<file path="config.mk">
export PLATFORM = sky130hd
export DESIGN_NAME = yuv_stream_deformatter
export DESIGN_NICKNAME = d
export VERILOG_FILES = /design/src/rtl/yuv_stream_deformatter.sv
export SDC_FILE = /design/constraint.sdc
export NUM_CORES = 1
export LEC_CHECK = 0
export ABC_AREA = 0
export CORE_UTILIZATION = 30
export CTS_CLUSTER_SIZE = 20
export DETAILED_ROUTE_END_ITERATION = 6
export GPL_TIMING_DRIVEN = 0
export MAX_ROUTING_LAYER = met4
export PLACE_DENSITY = 0.56
export SLEW_MARGIN = 20
export SYNTH_ARGS = -nofsm -noshare
export SYNTH_HDL_FRONTEND = slang
export SYNTH_SLANG_ARGS = --single-unit
</file>
<file path="constraint.sdc">
create_clock -name clk_i -period 6.5 [get_ports clk_i]
set_input_delay 1.3 -clock clk_i [delete_from_list [all_inputs] [get_ports clk_i]]
set_output_delay 1.3 -clock clk_i [all_outputs]
set_load 0.1 [all_outputs]
</file>
<file path="src/rtl/yuv_stream_deformatter.sv">
// yuv_stream_deformatter
//
// Receive side of the 32-bit YUV422 output stream. Incoming words are
// collected into four 32-bit lanes and emitted as one 128-bit word, which
// holds eight 16-bit pixels in the same layout the rgb_to_yuv stage produces.
// The first word of each group lands in [31:0] and the fourth in [127:96].
// The block also checks line length (words per line) and frame height
// (lines per frame) on the capture path.
//
// Ports
//   clk_i            rising-edge clock for all logic
//   reset_n_i        asynchronous, active-low reset
//   data_i           32-bit stream word
//   data_valid_i     data_i is valid this cycle
//   line_sync_i      high while a line is active
//   frame_sync_i     active low, low for the whole frame
//   data_o           packed 128-bit word; held between strobes
//   data_valid_o     one-cycle strobe, data_o is new
//   partial_o        qualifies data_valid_o: word was zero-padded at line close
//   line_end_o       one-cycle pulse when a line closes
//   frame_end_o      one-cycle pulse when a frame closes
//   line_len_err_o   with line_end_o: word count differed from WORDS_PER_LINE
//   frame_len_err_o  with frame_end_o: line count differed from LINES_PER_FRAME
//   line_count_o     lines closed so far in the current frame

module yuv_stream_deformatter #(
  parameter int unsigned WORDS_PER_LINE  = 120,
  parameter int unsigned LINES_PER_FRAME = 240,
  parameter int unsigned CNT_W           = 12
) (
  input  logic             clk_i,
  input  logic             reset_n_i,
  input  logic [31:0]      data_i,
  input  logic             data_valid_i,
  input  logic             line_sync_i,
  input  logic             frame_sync_i,
  output logic [127:0]     data_o,
  output logic             data_valid_o,
  output logic             partial_o,
  output logic             line_end_o,
  output logic             frame_end_o,
  output logic             line_len_err_o,
  output logic             frame_len_err_o,
  output logic [CNT_W-1:0] line_count_o
);

  typedef enum logic [1:0] {
    StIdle,
    StFrame,
    StLine
  } state_e;

  localparam logic [CNT_W-1:0] CntMax   = '1;
  localparam logic [CNT_W-1:0] WordsExp = CNT_W'(WORDS_PER_LINE);
  localparam logic [CNT_W-1:0] LinesExp = CNT_W'(LINES_PER_FRAME);

  state_e             state_q, state_d;
  logic [1:0]         lane_q, lane_d;
  // Lanes 0..2 of the word being assembled; lane 3 goes straight to data_o.
  logic [2:0][31:0]   buf_q, buf_d;
  logic [CNT_W-1:0]   word_cnt_q, word_cnt_d;
  logic [CNT_W-1:0]   line_cnt_q, line_cnt_d;
  logic [CNT_W-1:0]   line_cnt_inc;
  logic [127:0]       data_q, data_d;
  logic               valid_q, valid_d;
  logic               partial_q, partial_d;
  logic               line_end_q, line_end_d;
  logic               frame_end_q, frame_end_d;
  logic               line_err_q, line_err_d;
  logic               frame_err_q, frame_err_d;
  // A frame closed from inside a line reports one cycle after its line_end.
  logic               frame_pend_q, frame_pend_d;
  logic               frame_pend_err_q, frame_pend_err_d;
  logic               accept;
  logic               close_line;

  assign line_cnt_inc = (line_cnt_q == CntMax) ? line_cnt_q : line_cnt_q + 1'b1;

  always_comb begin
    state_d          = state_q;
    lane_d           = lane_q;
    buf_d            = buf_q;
    word_cnt_d       = word_cnt_q;
    line_cnt_d       = line_cnt_q;
    data_d           = data_q;
    valid_d          = 1'b0;
    partial_d        = 1'b0;
    line_end_d       = 1'b0;
    frame_end_d      = 1'b0;
    line_err_d       = 1'b0;
    frame_err_d      = 1'b0;
    frame_pend_d     = 1'b0;
    frame_pend_err_d = 1'b0;
    accept           = 1'b0;
    close_line       = 1'b0;

    if (frame_pend_q) begin
      frame_end_d = 1'b1;
      frame_err_d = frame_pend_err_q;
    end

    unique case (state_q)
      StIdle: begin
        if (!frame_sync_i) begin
          state_d    = StFrame;
          line_cnt_d = '0;
        end
      end
      StFrame: begin
        if (frame_sync_i) begin
          state_d     = StIdle;
          frame_end_d = 1'b1;
          frame_err_d = (line_cnt_q != LinesExp);
        end else if (line_sync_i) begin
          state_d = StLine;
          accept  = data_valid_i;
        end
      end
      StLine: begin
        if (frame_sync_i || !line_sync_i) begin
          close_line = 1'b1;
        end else begin
          accept = data_valid_i;
        end
      end
      default: state_d = StIdle;
    endcase

    if (accept) begin
      word_cnt_d = (word_cnt_q == CntMax) ? word_cnt_q : word_cnt_q + 1'b1;
      if (lane_q == 2'd3) begin
        data_d    = {data_i, buf_q};
        valid_d   = 1'b1;
        partial_d = 1'b0;
        lane_d    = 2'd0;
      end else begin
        case (lane_q)
          2'd0:    buf_d[0] = data_i;
          2'd1:    buf_d[1] = data_i;
          default: buf_d[2] = data_i;
        endcase
        lane_d = lane_q + 2'd1;
      end
    end

    if (close_line) begin
      // Flush a part-filled word with its unfilled upper lanes zeroed.
      if (lane_q != 2'd0) begin
        valid_d   = 1'b1;
        partial_d = 1'b1;
        case (lane_q)
          2'd1:    data_d = {96'd0, buf_q[0]};
          2'd2:    data_d = {64'd0, buf_q[1], buf_q[0]};
          default: data_d = {32'd0, buf_q};
        endcase
      end
      line_end_d = 1'b1;
      line_err_d = (word_cnt_q != WordsExp);
      line_cnt_d = line_cnt_inc;
      word_cnt_d = '0;
      lane_d     = 2'd0;
      if (frame_sync_i) begin
        state_d          = StIdle;
        frame_pend_d     = 1'b1;
        frame_pend_err_d = (line_cnt_inc != LinesExp);
      end else begin
        state_d = StFrame;
      end
    end
  end

  always_ff @(posedge clk_i or negedge reset_n_i) begin
    if (!reset_n_i) begin
      state_q          <= StIdle;
      lane_q           <= 2'd0;
      buf_q            <= '0;
      word_cnt_q       <= '0;
      line_cnt_q       <= '0;
      data_q           <= '0;
      valid_q          <= 1'b0;
      partial_q        <= 1'b0;
      line_end_q       <= 1'b0;
      frame_end_q      <= 1'b0;
      line_err_q       <= 1'b0;
      frame_err_q      <= 1'b0;
      frame_pend_q     <= 1'b0;
      frame_pend_err_q <= 1'b0;
    end else begin
      state_q          <= state_d;
      lane_q           <= lane_d;
      buf_q            <= buf_d;
      word_cnt_q       <= word_cnt_d;
      line_cnt_q       <= line_cnt_d;
      data_q           <= data_d;
      valid_q          <= valid_d;
      partial_q        <= partial_d;
      line_end_q       <= line_end_d;
      frame_end_q      <= frame_end_d;
      line_err_q       <= line_err_d;
      frame_err_q      <= frame_err_d;
      frame_pend_q     <= frame_pend_d;
      frame_pend_err_q <= frame_pend_err_d;
    end
  end

  assign data_o          = data_q;
  assign data_valid_o    = valid_q;
  assign partial_o       = partial_q;
  assign line_end_o      = line_end_q;
  assign frame_end_o     = frame_end_q;
  assign line_len_err_o  = line_err_q;
  assign frame_len_err_o = frame_err_q;
  assign line_count_o    = line_cnt_q;

endmodule

</file>
After elaboration in Yosys (flattened, before gate mapping)
Cells that the tools add are included.
{ "totals": {"ff_bits": 260, "inputBits": 37, "wordCells": 95} }
{ "classes": {"n_reduce_logical": 14, "addsub": 3, "mux": 45, "eq_ne": 15, "n_bitwise": 2} }
{ "op_table": {"columns": ["cell", "count"], "rows": [
  ["2-to-1 mux 128 bit", 4],
  ["case mux 96 bit (2 select lines)", 1],
  ["2-to-1 mux 12 bit", 7],
  ["adder 12 x 1 -> 12 bit, second input constant", 2],
  ["== test 12 bit, second input constant", 2],
  ["2-to-1 mux 1 bit", 24],
  ["inequality test 12 x 8 -> 1 bit, second input constant", 2],
  ["2-to-1 mux 2 bit", 7],
  ["inequality test 12 x 7 -> 1 bit, second input constant", 1],
  ["AND reduction 3 bit", 4],
  ["== test 2 bit, second input constant", 3],
  ["case mux 2 bit (3 select lines)", 1],
  ["nonzero test 2 bit", 3],
  ["== test 2 x 1 -> 1 bit, second input constant", 2],
  ["logical NOT 2 bit", 2],
  ["inequality test 2 bit, second input constant", 2],
  ["inequality test 4 bit, second input constant", 1],
  ["AND reduction 2 bit", 2],
  ["inequality test 3 bit, second input constant", 1],
  ["adder 2 x 1 -> 2 bit, second input constant", 1],
  ["inequality test 2 x 1 -> 1 bit, second input constant", 1],
  ["inverter 1 bit", 2],
  ["case mux 1 bit (2 select lines)", 1],
  ["OR reduction 2 bit", 1],
  ["other kinds (2)", 2]
]} }

Depth between registers and ports, before layout
Gate-level depths: netlist (run 1).
{ "depth": {"depth_word": 7, "depth_mapped": 9, "ltp_nobuf": 7} }

Worst setup path after synthesis (run 1)
OpenSTA, ideal clock, no wires.
{ "synth_timing": {"path_kind": "input -> register", "from": "input port frame_sync_i", "to": "register buf_q[43] (netlist bit)", "n_path_buf": 3, "cell_stages": 7, "setup_slack_ps": 3722, "arrival_time_ps": 2653, "setup_time_ps": 125, "cell_sequence": "nand2b_1 buf_2 nor2_1 and3_1 clkbuf_1 buf_4 mux2_2"} }
{ "synth_via": {"elab_chain_len": 4, "elab_cells_between_ends": 5, "cone_classes": "mux: 3; reduce/logical: 2"} }
{ "synth_lines": {"columns": ["element", "line", "rtl"], "rows": [
  ["from (decl)", "36", "input logic frame_sync_i,"],
  ["logical OR 1 bit", "120", "if (frame_sync_i || !line_sync_i) begin"],
  ["2-to-1 mux 1 bit", "120", null],
  ["case mux 1 bit (2 select lines) (*)", "102", "unique case (state_q)"],
  ["AND reduction 3 bit (no source line) (*)", null, null],
  ["to (signal assigned)", "191", "buf_q <= buf_d;"],
  ["to (decl)", "60", "logic [2:0][31:0] buf_q, buf_d;"]
]} }
Every way passes the cells marked *; elsewhere a longest branch is shown, timed or not.
A chain may end at the register's enable or synchronous reset.

Worst setup path in the final report (run 1)
{ "layout_timing": {"from": "register line_cnt_q[10] (netlist: line_count_o[10])", "to": "output port line_count_o[10]"} }
{ "layout_lines": {"columns": ["element", "line", "rtl"], "rows": [
  ["from (decl)", "62", "logic [CNT_W-1:0] line_cnt_q, line_cnt_d;"],
  ["from (signal assigned)", "193", "line_cnt_q <= line_cnt_d;"],
  ["to (decl)", "44", "output logic [CNT_W-1:0] line_count_o"]
]} }
No word-level cell between the ends.

==> metrics.txt, run 1 <==
Layout area overhead 32.9%; Switching Fraction 37.3%; number of global-route vias before repair ~7300; Cell Area, Synth 10400 sq um; CTS root buf clkbuf_16; Slew Limit Fails 0; DRT antenna net count 0; WL final 27500 um; Seq pwr share 39.1%; # hold bufs at CTS 0; hold crit path type reg2reg; met2 global-route usage 25.7%; I/O Buffers 182; Resized Gates After CTS 0; die height 188 um; crit share post-route 54.3%; actual slew at the worst max-slew pin ~1100 ps; multi-input logic area 3600 sq um; Max FO, Critical Path 8; status completed; ys flop type dfrtp_1; routed vias/inst 4.78; WP buf/inv 1; CTS tree done; Final Net Count 1059; GRT Util Overall 16.2%; Max Cap Viol 0; CTS clk-pin slew, worst paths 60 ps; DP Wirelength 18800 um; Post-Syn Instances 793; top-count cell post-synth dfrtp_1; first-pass GRT wire length 43500 um; CP arrival 2230 ps; met1 usage 21.2%; clock share of power 29.5%; Max IR drop VDD 0.000257 V; Post-Syn Nets approximately 840; total power draw 5.49 mW; #FFs+latches synth 260; routed vias 7065; fill count roughly 3200; setup bufs post-CTS 0; family with the most delay on the worst path buffers and inverters; Post-Synth XOR/XNOR Area 0.758%; slowest CP cell clkdlybuf4s50_1; mux contribution to synthesized area 14.1%; adder-cell area share of the yosys netlist 1.56%; # diodes 0; internal cell power 3.44 mW; Slew HR 28.5%; Ys Warns 0; setup violators final 0; gr busiest metal met2; htree depth 1; CP cell instances clkdlybuf4s50_1; initial antenna violation count 0; clock sink count 260; PD cells 397 nW/um^2; residual DRC count 0; Synth Area in Simple Gates 7.11%; WL per Instance 18.6 um; Clock Path Buffers 3; total gr overflow 0; startpoint types flip-flop; asr flop ratio synth 100%; largest net degree at the start of global routing 83; Die Area 35400 sq um; final worst slack 2970 ps; CTS buffer count 29; die width 188 um; WS Path Type reg2out; switching power 2.05 mW; synth top area cells dfrtp_1 (63%), mux2_2 (14%), a22o_1 (5.5%), nand2_1 (3.1%), a21oi_1 (2.1%); post-synth cell types 55; Worst Clk Skew 20.9 ps; Starting Density just over 30%; unrepaired setup endpoints after global routing false; Synth Area per Inst approximately 13 sq um; met3 GRT Util around 3.2%; utilization after layout ~41%; Top Ports 183; DR iter-0 viols 415; sequential share of the synthesized area 62.5%; Clock Latency Late Sink approximately 560 ps; Yosys top cell area share 62.5%; leading area contributor after synthesis dfrtp_1; dpl ws 2600 ps; CP peak stage delay 1190 ps; Fin. Hold Viols 0; EDFF count, synth 0; Sequential Area ~6500 sq um; Synth Area in Compound Gates 11.0%; Worst Setup End Kind output pin; Sum Neg Setup Slack 0 ps; gpl congestion 0.799; hold slack 457 ps; Period minus WS final ~3500 ps; Core Region 33900 sq um; main combinational cell family by area after synthesis multiplexers; 1st-pass router iterations 4; FP Rows 67; f_max 0.283 GHz; worst path required time 5200 ps; layout cells sized above 1 ~20%; Leak roughly 6.3 nW; Comb power frac 31.5%; top post-synthesis cells by count dfrtp_1 (260), mux2_2 (125), nand2_1 (86)
## cell usage in the layout, fill, tap and decap left out, types with 8 or more instances in the layout
cell	n
o21ai_0	16
a21oi_1	43
clkbuf_8	8
mux2_2	125
ha_1	13
clkbuf_1	25
inv_1	18
nand2_1	86
a31oi_1	8
buf_2	20
clkdlybuf4s50_1	181
nor2_1	17
a22o_1	65
nand3_1	10
dfrtp_1	260
clkbuf_16	29
## power groups by stage
stage | sequential, mW | clock [mW] | combinational (mW)
after floorplan | 2.89 | 0 | 0.539
after global placement | 2.17 | 0 | 1.72
after detailed placement | 2.18 | 0 | 1.75
after CTS | 2.15 | 1.67 | 1.75
after global routing | 2.20 | 1.74 | 1.83
final | 2.15 | 1.62 | 1.73
## metal layers
layer	part of all wire, %	vias up	wire (um)
li1	-	3276	-
met1	45	3551	12300
met2	47	194	13000
met3	6.0	44	1650
met4	2.1	0	573
met5	0	-	0
## final cells by class
| class | instances | area share, % |
|---|---|---|
| clock buffer | 42 | 6.18 |
| sequential | 260 | 47.1 |
| inverter | 19 | 0.516 |
| buffer | 47 | 1.63 |
| timing repair buffer | 185 | 13.8 |
| tap | 448 | 4.05 |
| multi-input combinational | 467 | 26.0 |
| clock inverter | 10 | 0.715 |
## flip-flops by register name, summed over array words and instances, names as in the netlist
| name | cells |
|---|---|
| buf_q | 96 |
| lane_q | 2 |
| data_o | 128 |
| frame_end_o | 1 |
| frame_pend_err_q | 1 |
| data_valid_o | 1 |
| line_count_o | 12 |
| line_len_err_o | 1 |
| word_cnt_q | 12 |
| partial_o | 1 |
| frame_len_err_o | 1 |
| line_end_o | 1 |
| frame_pend_q | 1 |
| state_q | 2 |
## metrics by stage
stage | area (sq um) | instances
2_1_floorplan | 10400 | 793
3_3_place_gp | 12800 | 1423
3_5_place_dp | 12900 | 1426
4_1_cts | 13800 | 1478
5_1_grt | 13800 | 1478
6_report | 13800 | 1478
## logic make-up (layout without fill, tap and decap cells)
logic type                 after synthesis  count (layout)
adders and majority gates               13              13
buffers and inverters                   66             303
xor gates and xnor gates                 9               9
and+or+nand+nor                        156             156
AOI/OAI and AO/OA                      158             158
DFF                                    260             260
muxes                                  131             131
## path summary, 6_finish.rpt
| kind | to | slack, ps | startpoint | depth (start not counted) |
|---|---|---|---|---|
| setup / recovery | line_count_o[10] | 2970 | line_count_o[10] | 1 |
| hold / removal | frame_end_o | 460 | frame_pend_q | 1 |
| setup reg to reg | data_o[84] | 3850 | state_q[0] | 7 |
| hold reg to reg | frame_end_o | 460 | frame_pend_q | 1 |
| max in group asynchronous | line_end_o | 4770 | reset_n_i | 3 |
| min in group asynchronous | data_o[94] | 640 | reset_n_i | 1 |
(Power assumes the default switching activity.)
==> run 2: changes to the inputs <==
--- a/config.mk
+++ b/config.mk
@@ -11,7 +11,7 @@
 export DETAILED_ROUTE_END_ITERATION = 6
 export GPL_TIMING_DRIVEN = 0
 export MAX_ROUTING_LAYER = met4
-export PLACE_DENSITY = 0.56
+export PLACE_DENSITY = 0.58
 export SLEW_MARGIN = 20
 export SYNTH_ARGS = -nofsm -noshare
 export SYNTH_HDL_FRONTEND = slang
==> constraint.sdc (replaced) <==
create_clock -name clk_i -period 3.1 [get_ports clk_i]
set_input_delay 0.62 -clock clk_i [delete_from_list [all_inputs] [get_ports clk_i]]
set_output_delay 0.62 -clock clk_i [all_outputs]
set_load 0.1 [all_outputs]
==> run 2 against run 1 <==
Critical path depth stayed put. Die area stayed put. Sequential share of layout area is 0.30 points lower. Core utilization is 0.26 points higher. Worst hold slack better by 2.4 ps. Total power is 110% higher. Largest cell class unchanged.
==> metrics.txt, run 2 (synthesis results as in run 1) <==
first-pass GRT wire length 43300 um; setup bufs post-CTS 0; hold_sp frame_pend_q; DP Wirelength 18600 um; 1st-pass router iterations 4; number of global-route vias before repair between 7000 and 8000; Max IR drop VDD 0.000459 V; CP cell instances clkdlybuf4s50_1; WL final 27400 um; Starting Density 30.7%; hold path depth 1; DR iter-0 viols 317; die width roughly 190 um; GRT Util Overall ~16%; count of placed standard cells including taps 1426; Reg2Reg Capture Point data_valid_o; status completed; Core Region 33900 sq um; Worst R2R Start state_q[0]; Seq pwr share 38.1%; WL per Instance approximately 18 um; routed vias/inst 4.81; actual slew at the worst max-slew pin about 1100 ps; initial antenna violation count 0; Comb power frac a little under a third; largest net degree at the start of global routing 87; I/O Buffers 182; Clock Path Buffers 3; Worst Setup End Kind output pin; Worst Clk Skew 14.4 ps; family with the most delay on the worst path buffers and inverters; fin cells 1481; internal cell power 7.49 mW; CTS buffer count 29; crit share post-route between 90% and 100%; WS Path Type reg2out; Fin. Hold Viols 0; CP arrival 2250 ps; max reg flops 128; Period minus WS final 2870 ps; startpoint types flip-flop; Switching Fraction a little over a third; Die Area 35400 sq um; Max Cap Viol 0; Top Ports 183; layout cells sized above 1 20.3%; unrepaired setup endpoints after global routing false; worst-case hold path end point frame_end_o; Clock Latency Late Sink 560 ps; switching power 4.31 mW; Slew HR 28.3%; R2R depth 6; total gr overflow 0; clock share of power a little under a third; htree depth 1; CTS tree done; routed vias approximately 7000; hold crit path type reg2reg; Sequential Area 6510 sq um; Layout area overhead 33.8%; WP buf/inv 1; Slew Limit Fails 0; commonest non-fill, non-tap cell in the layout dfrtp_1; CP peak stage delay 1190 ps; clock sink count 260; f_max 0.348 GHz; FP Rows 67; most frequent cells in the layout dfrtp_1 (260), clkdlybuf4s50_1 (181), mux2_2 (125), nand2_1 (86), a22o_1 (65); Final Net Count ~1100; fill count 3204; DRT antenna net count 0; slowest CP cell clkdlybuf4s50_1; total power draw about 12 mW; CTS root buf clkbuf_16; gpl congestion 0.810; hold slack about 460 ps; Resized Gates After CTS 0; residual DRC count 0; CTS clk-pin slew, worst paths 60 ps; multi-input logic area 3600 sq um; Leak ~6.3 nW; setup violators final 0; Max FO, Critical Path 8; Reg2Reg Setup Slack 480 ps; PD cells ~850 nW/um^2; die height 188 um; # hold bufs at CTS 1; worst path required time 2480 ps
run 2: changes by cell type in the layout (fill, tap and decap cells not counted), sizes merged:
cell | previous run | this run
bufinv | 1 | 5
clkinv | 6 | 3
inv | 20 | 21
dlygate4sd3 | 0 | 1
diode | 0 | 1
clkbuf | 63 | 62
run 2: final cells by class:
type | instances | share of cell area [%]
Sequential cell | 260 | 46.8
Timing Repair Buffer | 186 | 13.8
Clock inverter | 12 | 1.50
Multi-Input combinational cell | 467 | 25.9
Buffer | 47 | 1.62
Clock buffer | 41 | 5.90
Tap cell | 448 | 4.03
Inverter | 19 | 0.512
Antenna cell | 1 | 0.0180
run 2: routing by layer:
metal  vias to the layer above  global-route usage (%)  part of all wire, %  wire length, um
met4                         0                    3.50                  1.6              436
li1                       3291                       -                    -                -
met2                       189                    26.0                   48            13200
met5                         -                       -                    0                0
met3                        36                    3.13                  6.0             1640
met1                      3601                    20.9                   44            12100
run 2: stage by stage:
| step | area, sq um | setup WS, ps | TNS [ps] | util [%] |
|---|---|---|---|---|
| 5_1_grt | 13900 | 153 | 0 | 41.1 |
| 6_report | 13900 | 228 | 0 | 41.1 |
| 2_1_floorplan | 10400 | 654 | 0 | - |
| 3_5_place_dp | 12900 | -70.2 | -1750 | 38.0 |
| 4_1_cts | 13900 | 187 | 0 | 41.1 |
| 3_3_place_gp | 12800 | -10080 | -2615890 | 37.8 |
run 2: how the worst max path moves through the flow:
stage | start | end | slack, ps | cells after the start
after global placement | reset_n_i | line_count_o[3] | -10080 | 1
after CTS | line_count_o[10] | line_count_o[10] | 190 | 1
after detailed placement | line_sync_i | data_o[82] | -70 | 7
final | line_count_o[10] | line_count_o[10] | 230 | 1
after floorplan | line_count_o[4] | line_count_o[11] | 650 | 7
after global routing | line_count_o[10] | line_count_o[10] | 150 | 1
run 2: power groups by stage:
stage / logic [mW] / clock network [mW] / registers [mW]
after floorplan: 1.13 / 0 / 6.06
after global placement: 3.61 / 0 / 4.55
after detailed placement: 3.66 / 0 / 4.55
after CTS: 3.67 / 3.81 / 4.50
after global routing: 3.84 / 3.93 / 4.60
final: 3.63 / 3.68 / 4.49
==> run 3: changes to the inputs <==
--- a/config.mk
+++ b/config.mk
@@ -12,6 +12,7 @@
 export GPL_TIMING_DRIVEN = 0
 export MAX_ROUTING_LAYER = met4
 export PLACE_DENSITY = 0.58
+export SETUP_SLACK_MARGIN = 0.05
 export SLEW_MARGIN = 20
 export SYNTH_ARGS = -nofsm -noshare
 export SYNTH_HDL_FRONTEND = slang
==> results of run 3 <==
Same layout as run 2: the final DEF is identical, and so are final timing and power.
